$ cat src/rtl/puf_pkg.sv
// puf_pkg: FSM states, counter-width helper and default parameters shared by the PUF response controller.
package puf_pkg;
   typedef enum logic [2:0] {
      ST_IDLE   = 3'd0,
      ST_SETTLE = 3'd1,
      ST_SAMPLE = 3'd2,
      ST_RELAX  = 3'd3,
      ST_DONE   = 3'd4
   } puf_state_e;
   localparam int DEF_WIDTH  = 8;
   localparam int DEF_CHAL_W = 2;
   localparam int DEF_VOTES  = 5;
   localparam int DEF_SETTLE = 4;
   localparam int DEF_RELAX  = 2;
   function automatic int cnt_w(input int max_val);
      return $clog2(max_val + 1);
   endfunction
endpackage

$ cat src/rtl/puf_vote_cnt.sv
// puf_vote_cnt: per-bit vote counter; majority/unstable are derived from the post-increment count
// so the controller can register them on the same edge as the final sample.
module puf_vote_cnt
   import puf_pkg::*;
#(
   parameter int VOTES = DEF_VOTES
) (
   input  logic clk,
   input  logic rst,
   input  logic i_clr,
   input  logic i_inc,
   output logic o_maj,
   output logic o_unst
);
   localparam int CW = cnt_w(VOTES);
   logic [CW-1:0] r_cnt;
   logic [CW-1:0] w_nxt;
   assign w_nxt  = r_cnt + CW'(i_inc);
   assign o_maj  = w_nxt > CW'(VOTES / 2);
   assign o_unst = (w_nxt != '0) && (w_nxt != CW'(VOTES));
   always_ff @(posedge clk) begin
      if (rst || i_clr) r_cnt <= '0;
      else              r_cnt <= w_nxt;
   end
endmodule

$ cat src/rtl/puf_resp_ctrl.sv
// puf_resp_ctrl: sequences settle/sample/relax over a PUF cell array and returns a
// majority-voted response with a per-bit instability mask over valid/ready.
module puf_resp_ctrl
   import puf_pkg::*;
#(
   parameter int WIDTH         = DEF_WIDTH,
   parameter int CHAL_W        = DEF_CHAL_W,
   parameter int VOTES         = DEF_VOTES,
   parameter int SETTLE_CYCLES = DEF_SETTLE,
   parameter int RELAX_CYCLES  = DEF_RELAX
) (
   input  logic              clk,
   input  logic              rst,
   input  logic              start,
   input  logic [CHAL_W-1:0] challenge,
   output logic              busy,
   output logic              cell_enable,
   output logic [CHAL_W-1:0] cell_challenge,
   input  logic [WIDTH-1:0]  cell_bits,
   output logic              resp_valid,
   input  logic              resp_ready,
   output logic [WIDTH-1:0]  response,
   output logic [WIDTH-1:0]  unstable_mask
);
   localparam int CW   = cnt_w(VOTES);
   localparam int TMAX = (SETTLE_CYCLES > RELAX_CYCLES) ? SETTLE_CYCLES : RELAX_CYCLES;
   localparam int TW   = cnt_w(TMAX);

   if (VOTES < 1 || (VOTES % 2) == 0 || SETTLE_CYCLES < 1 || RELAX_CYCLES < 1) begin : g_bad_params
      $error("puf_resp_ctrl: VOTES must be odd and >=1, SETTLE_CYCLES and RELAX_CYCLES >=1");
   end

   puf_state_e        r_state;
   logic [TW-1:0]     r_tmr;
   logic [CW-1:0]     r_smp;
   logic [CHAL_W-1:0] r_chal;
   logic [WIDTH-1:0]  r_resp;
   logic [WIDTH-1:0]  r_mask;
   logic [WIDTH-1:0]  w_maj;
   logic [WIDTH-1:0]  w_unst;
   logic              w_go;
   logic              w_smp;
   logic              w_last;
   logic              w_tdone;

   assign w_go    = (r_state == ST_IDLE) && start;
   assign w_smp   = (r_state == ST_SAMPLE);
   assign w_last  = w_smp && (r_smp == CW'(VOTES - 1));
   assign w_tdone = r_tmr == ((r_state == ST_SETTLE) ? TW'(SETTLE_CYCLES - 1) : TW'(RELAX_CYCLES - 1));

   assign busy           = (r_state != ST_IDLE);
   assign cell_enable    = (r_state == ST_SETTLE) || (r_state == ST_SAMPLE);
   assign resp_valid     = (r_state == ST_DONE);
   assign cell_challenge = r_chal;
   assign response       = r_resp;
   assign unstable_mask  = r_mask;

   for (genvar i = 0; i < WIDTH; i++) begin : g_vote
      puf_vote_cnt #(.VOTES(VOTES)) u_vote (
         .clk    (clk),
         .rst    (rst),
         .i_clr  (w_go),
         .i_inc  (w_smp && cell_bits[i]),
         .o_maj  (w_maj[i]),
         .o_unst (w_unst[i])
      );
   end

   // One timer shared by SETTLE and RELAX; it idles at zero in every other state.
   always_ff @(posedge clk) begin
      if (rst) begin
         r_state <= ST_IDLE;
         r_tmr   <= '0;
         r_smp   <= '0;
         r_chal  <= '0;
         r_resp  <= '0;
         r_mask  <= '0;
      end else begin
         r_tmr <= ((r_state == ST_SETTLE || r_state == ST_RELAX) && !w_tdone) ? r_tmr + 1'b1 : '0;
         case (r_state)
            ST_IDLE: if (start) begin
               r_state <= ST_SETTLE;
               r_chal  <= challenge;
               r_smp   <= '0;
            end
            ST_SETTLE: if (w_tdone) r_state <= ST_SAMPLE;
            ST_SAMPLE: begin
               r_smp   <= r_smp + 1'b1;
               r_state <= w_last ? ST_DONE : ST_RELAX;
            end
            ST_RELAX: if (w_tdone) r_state <= ST_SETTLE;
            ST_DONE:  if (resp_ready) r_state <= ST_IDLE;
            default:  r_state <= ST_IDLE;
         endcase
         if (w_last) begin
            r_resp <= w_maj;
            r_mask <= w_unst;
         end
      end
   end
endmodule

$ cat config.mk
export PLATFORM = sky130hd
export DESIGN_NAME = puf_resp_ctrl
export DESIGN_NICKNAME = d
export VERILOG_FILES = /design/src/rtl/puf_pkg.sv /design/src/rtl/puf_vote_cnt.sv /design/src/rtl/puf_resp_ctrl.sv
export SDC_FILE = /design/constraint.sdc
export NUM_CORES = 1
export LEC_CHECK = 0
export CAP_MARGIN = 20
export CORE_ASPECT_RATIO = 0.75
export CORE_MARGIN = 3
export CORE_UTILIZATION = 57
export CTS_CLUSTER_SIZE = 28
export DETAILED_ROUTE_END_ITERATION = 10
export PLACE_DENSITY_LB_ADDON = 0.25
export SLEW_MARGIN = 20
export SYNTH_ARGS = -nofsm -noshare
export SYNTH_HDL_FRONTEND = slang
export SYNTH_SLANG_ARGS = --single-unit
$ cat constraint.sdc
create_clock -name clk -period 4.1 [get_ports clk]
set_input_delay 0.82 -clock clk [delete_from_list [all_inputs] [get_ports clk]]
set_output_delay 0.82 -clock clk [all_outputs]
set_load 0.005 [all_outputs]
# Word-level counts from Yosys, hierarchy flattened
# Index checks and enable logic that the tools add are counted.
totals:
  regBits: 51
  input_bits: 14
  output_inout_bits: 21
  wordCells: 98
classes:
  add_sub_neg: 10
  n_lt_le_gt_ge: 8
  eq_ne: 18
  muxes: 9
  bitwise_logic: 1
  n_reduce_logical: 38
op_table:
  columns: ["cell", "count"]
  rows:
  - ["$reduce_bool 3->1", 9]
  - ["$add 3x1->3", 8]
  - ["$gt 3x2->1 const B", 8]
  - ["$ne 3x3->1 const B", 8]
  - ["$logic_and 1x1->1", 19]
  - ["$mux 3", 6]
  - ["$pmux 3 s5", 1]
  - ["$add 3x1->3 const B", 2]
  - ["$eq 3x2->1 const B", 2]
  - ["$eq 3x3->1 const B", 2]
  - ["$ne 2x2->1 const B", 3]
  - ["$pmux 3 s2", 1]
  - ["$reduce_and 2->1", 2]
  - ["$reduce_and 4->1", 1]
  - ["$eq 3x1->1 const B", 1]
  - ["$eq 3x2->1", 1]
  - ["$logic_not 3->1", 1]
  - ["$logic_or 1x1->1", 3]
  - ["$mux 2", 1]
  - ["$ne 2x1->1 const B", 1]
  - ["$reduce_bool 2->1", 1]
  - ["$reduce_or 2->1", 1]
  - ["$logic_not 1->1", 1]
  - ["$not 1->1", 1]

# Logic depth before layout (Yosys ltp)
logic_depth:
  depth_word: 7
  depth_mapped: 9
  mapped_depth_nobuf: 8

# Hierarchy
# Synthesis repeated with hierarchy kept, for this count alone.
hier_totals:
  hier_cells: 254
  hier_area_um2: 2379.8
by_module_without_submodules:
  columns: ["module", "n_inst", "cells_each", "area_per_inst_um2", "seq_area_each_um2"]
  rows:
  - ["puf_vote_cnt", 8, 14, 148.9, 60.1]
  - ["puf_resp_ctrl", 1, 142, 1188.6, 540.5]

# Worst setup path after synthesis
# Ideal clock, no wire load.
synth_timing:
  path_type: "input to register"
  from: "in cell_bits[2]"
  to: "reg r_mask[2], in the netlist unstable_mask[2]"
  setup_time_ps: 135
  arrival_time_ps: 1852
  t_required_ps: 3965
  path_slack_ps: 2113
  path_stages: 7
  n_path_buf: 0
  cell_sequence: "and2_1 -> ha_1 -> ha_1 -> xnor2_1 -> xnor2_1 -> nor3_1 -> nor3_2"
synth_between:
  elab_chain_len: 4
  word_cells_on_any_way: 5
  classes_between: "add/sub: 1; eq/ne: 1; reduce/logical: 3"
synth_rtl:
  columns: ["item", "line", "source"]
  rows:
  - ["start: declaration", "puf_resp_ctrl.sv:19", "input logic [WIDTH-1:0] cell_bits,"]
  - ["$logic_and 1x1->1 (*)", "puf_resp_ctrl.sv:63", ".i_inc (w_smp && cell_bits[i]),"]
  - ["$add 3x1->3 (*)", "puf_vote_cnt.sv:18", "assign w_nxt = r_cnt + CW'(i_inc);"]
  - ["$ne 3x3->1 / $reduce_bool 3->1 (equally long branches)", "puf_vote_cnt.sv:20", "assign o_unst = (w_nxt != '0) && (w_nxt != CW'(VOTES));"]
  - ["$logic_and 1x1->1 (*)", "puf_vote_cnt.sv:20", null]
  - ["end signal: assignment", "puf_resp_ctrl.sv:97", "r_mask <= w_unst;"]
  - ["end: declaration", "puf_resp_ctrl.sv:38", "logic [WIDTH-1:0] r_mask;"]
# Every way passes the cells marked *; elsewhere a longest branch is shown, timed or not.
# A chain may end at the register's enable or synchronous reset.

# Worst setup path in the final report
layout_timing:
  from: "reg r_state[2]"
  to: "out resp_valid"
layout_between:
  elab_chain_len: 1
layout_rtl:
  columns: ["item", "line", "source"]
  rows:
  - ["start: declaration", "puf_resp_ctrl.sv:33", "puf_state_e r_state;"]
  - ["start signal: assignment", "puf_resp_ctrl.sv:89", "r_state <= w_last ? ST_DONE : ST_RELAX;"]
  - ["$eq 3x3->1", "puf_resp_ctrl.sv:53", "assign resp_valid = (r_state == ST_DONE);"]
  - ["end: declaration", "puf_resp_ctrl.sv:20", "output logic resp_valid,"]
# Every way passes these cells.

==> PnR_summary.wiki <==
{| class="wikitable"
! Metric !! Value
|-
| CP endpoint kind || primary output
|-
| Number of global-route vias before repair || 1553
|-
| Beginning of the worst hold path || r_tmr[0]
|-
| Startpoint of the lowest-slack register-to-register path || r_state[2]
|-
| Upper clock frequency limit || 0.361 GHz
|-
| I/O Buffers || 34
|-
| Worst Path Required || 3.28 ns
|-
| Initial antenna violation count || 0
|-
| TritonCTS clock tree || yes
|-
| Signal arrival time at the worst endpoint || 1.95 ns
|-
| I/O pin total || 35
|-
| Library cells used by synthesis || 40
|-
| Full die area || 4870 sq um
|-
| Combinational cell fraction of total power || 0.056
|-
| Maximum number of pins on one net before global-route repair || 29
|-
| FILL cells || 284
|-
| Placement row count || 19
|-
| Buf/Inv on CP || 1
|-
| GRT Residual Overflow || 0
|-
| Clock latency at the later pin of the worst-skew pair || 0.30 ns
|-
| Final setup violation count || 0
|-
| Top fanout value on the critical path || 14
|-
| Crit path largest cell delay || 0.75 ns
|-
| Detailed router's first-iteration violation count || 80
|-
| Avg Cell Area, Syn || 10.3 sq um
|-
| Vertical die dimension || 61.2 um
|-
| Fraction of power spent switching nets || 0.220
|-
| Cell-by-cell listing of the critical path || nor3b_1 > clkdlybuf4s50_1
|-
| Final antenna-violating net count || 0
|-
| Antenna cells || 0
|-
| Pwr/cell area || 300 nW/um^2
|-
| Number of clock buffers inserted by TritonCTS || 5
|-
| DR DRC count || 0
|-
| Core Region || 3780 sq um
|-
| Leakage || 1.01 nW
|-
| Post-DR vias/cell || 5.22
|-
| Count of clock tree sinks || 51
|-
| Placer's final routability congestion estimate || 0.712
|-
| Final hold violations || 0
|-
| Fraction of the core area covered by cells at the end of the flow || 0.720
|-
| Post-Syn Nets || 253
|-
| Worst hold path class || reg2reg
|-
| Number of buffers inserted for hold repair after clock tree synthesis || 0
|-
| Final Max Tran Viols || 0
|-
| Slowest cell on the critical path || dfxtp_1
|-
| Slew margin rel. || 0.523
|-
| Outcome || finished clean
|-
| Ranking of synthesized cells by area || dfxtp_1, xnor2_1, ha_1
|-
| Slew at the pin closest to its max-slew limit || 0.713 ns
|-
| Family with the most delay on the worst path || flip-flops
|-
| Number of buffers added for setup after CTS || 0
|-
| Critical path launch point type || register
|-
| Tot Pwr || 0.000817 W
|-
| Most common library cell in the layout ignoring fill and taps || dfxtp_1
|-
| Top flip-flop cell by instance count after synthesis || dfxtp_1
|-
| Area growth from synthesis to final layout || 17.7%
|-
| Async set-reset flop share out of synthesis || 0
|-
| H-tree level count || 2
|-
| Clock transition time at the flip-flop clock pins of the worst setup and hold paths || 0.08 ns
|-
| Maximum clock skew at final layout || 0.00241 ns
|-
| Number of maximum-capacitance constraint violations || 0
|-
| Final setup TNS || 0 ns
|-
| Relative contribution of sequential cells to total power || 0.616
|-
| Routed vias || 1598
|-
| Clock Tree Buf Depth || 2
|-
| Share of the synthesized area in the top cell type || 0.441
|-
| Number of warnings printed during yosys synthesis || 0
|-
| Switching component of the power || 0.000180 W
|-
| Synth area leader || dfxtp_1
|-
| Share of power burned in the clock network || 0.327
|-
| Drt wl/cell || 13.8 um
|-
| Cell-internal power || 0.000638 W
|-
| Share of cells above drive strength 1 || 0.106
|-
| Die boundary width || 79.6 um
|-
| Gate Count Post-Synth || 224
|-
| Setup repair after global routing missed its margin || false
|-
| CTS-repair resized insts || 0
|-
| Initial standard-cell utilization of the core || 0.612
|-
| Final period demand of the worst path || 2.77 ns
|-
| Category of the most critical setup path || reg2out
|-
| Final worst path period share || 0.675
|-
| Number of flops mapped to enable cells by yosys || 0
|-
| Critical Path Start || r_state[2]
|-
| Synthesis-stage register bit count || 51
|-
| Detailed placement HPWL || 2.86 mm
|-
| Area occupied by registers || 1020 sq um
|-
| Number of nets in the layout || 284
|-
| Synthesized area || 2310 sq um
|-
| Sequential share of the synthesized area || 0.441
|-
| All-layer global routing usage || 0.193
|-
| Final routed wirelength across all metal layers || 4.21 mm
|-
| Global-route wire length before repair || 7.00 mm
|-
| First-pass iteration count of the detailed router || 4
|-
| Worst ir drop on vdd || 233 uV
|-
| Clock Tree Root || clkbuf_8
|-
| Most frequent cells in the layout || dfxtp_1, nor2_1, clkdlybuf4s50_1
|-
| Multi-input logic area || 1180 sq um
|}
-- power by group through the flow --
| stage | combinational, W | clock [W] | sequential [W] |
|---|---|---|---|
| after detailed placement | 0.0000460 | 0 | 0.000515 |
| after global routing | 0.0000504 | 0.000290 | 0.000505 |
| after CTS | 0.0000462 | 0.000272 | 0.000504 |
| after global placement | 0.0000455 | 0 | 0.000516 |
| after floorplan | 0.0000269 | 0 | 0.000512 |
| final | 0.0000459 | 0.000268 | 0.000504 |
-- metrics by stage --
stage / instance area [sq um] / std cells / hold slack, ns / setup slack [ns]
floorplan: 2310 / 224 / 0.432 / 2.11
finish: 2720 / 306 / 0.488 / 1.33
global placement: 2650 / 300 / 0.457 / 1.62
detailed placement: 2650 / 300 / 0.458 / 1.59
global route: 2720 / 306 / 0.488 / 1.23
CTS: 2720 / 306 / 0.477 / 1.32
-- logic make-up (layout without fill, tap and decap cells) --
kind of cell,after synthesis,after routing,share of synthesized area
XOR/XNOR,24,24,0.0941
flip-flops,51,51,0.441
multiplexers,4,4,0.0178
buffers and inverters,19,49,0.0481
adder cells (fa/ha/maj),15,15,0.0811
AO/OA/AOI/OAI,24,24,0.0892
AND/OR/NAND/NOR,87,87,0.228
-- final timing paths --
path | end | slack (ns) | cells after the start
min | r_tmr[0] | 0.49 | 1
max | resp_valid | 1.33 | 2
max reg2reg | unstable_mask[4] | 1.70 | 9
min reg2reg | r_tmr[0] | 0.49 | 1
-- layout make-up --
class / instances / share of cell area
Sequential cell: 51 / 0.375
Multi-Input combinational cell: 154 / 0.434
Inverter: 7 / 0.00965
Tap cell: 52 / 0.0239
Clock buffer: 6 / 0.0267
Timing Repair Buffer: 36 / 0.131
-- per-layer routing --
layer | global-route usage | vias to the layer above | share of wire
met5 | 0 | - | 0
met4 | 0.0809 | 0 | 0.018
met3 | 0.0526 | 7 | 0.037
met2 | 0.323 | 22 | 0.46
met1 | 0.238 | 743 | 0.49
li1 | - | 826 | -
-- state kept, by name (all words and copies together), names as in the netlist --
| name | count |
|---|---|
| cell_challenge | 2 |
| g_vote.u_vote.r_cnt | 24 |
| r_smp | 3 |
| r_state | 3 |
| r_tmr | 3 |
| response | 8 |
| unstable_mask | 8 |
-- synthesized netlist by cell type (2+ instances only) --
master / count
nor3_2: 4
nand2_1: 5
xnor2_1: 22
a311oi_1: 7
and2_1: 12
nor4b_1: 2
o21a_1: 4
nand2b_1: 2
clkbuf_1: 3
dfxtp_1: 51
buf_4: 2
and3_1: 5
inv_1: 7
nor2_1: 39
a211oi_2: 4
a21oi_1: 4
buf_2: 2
ha_1: 15
nor3_1: 7
mux2i_1: 3
buf_6: 4
nor4bb_4: 2
Note: power is estimated with default switching activity, not from simulation.
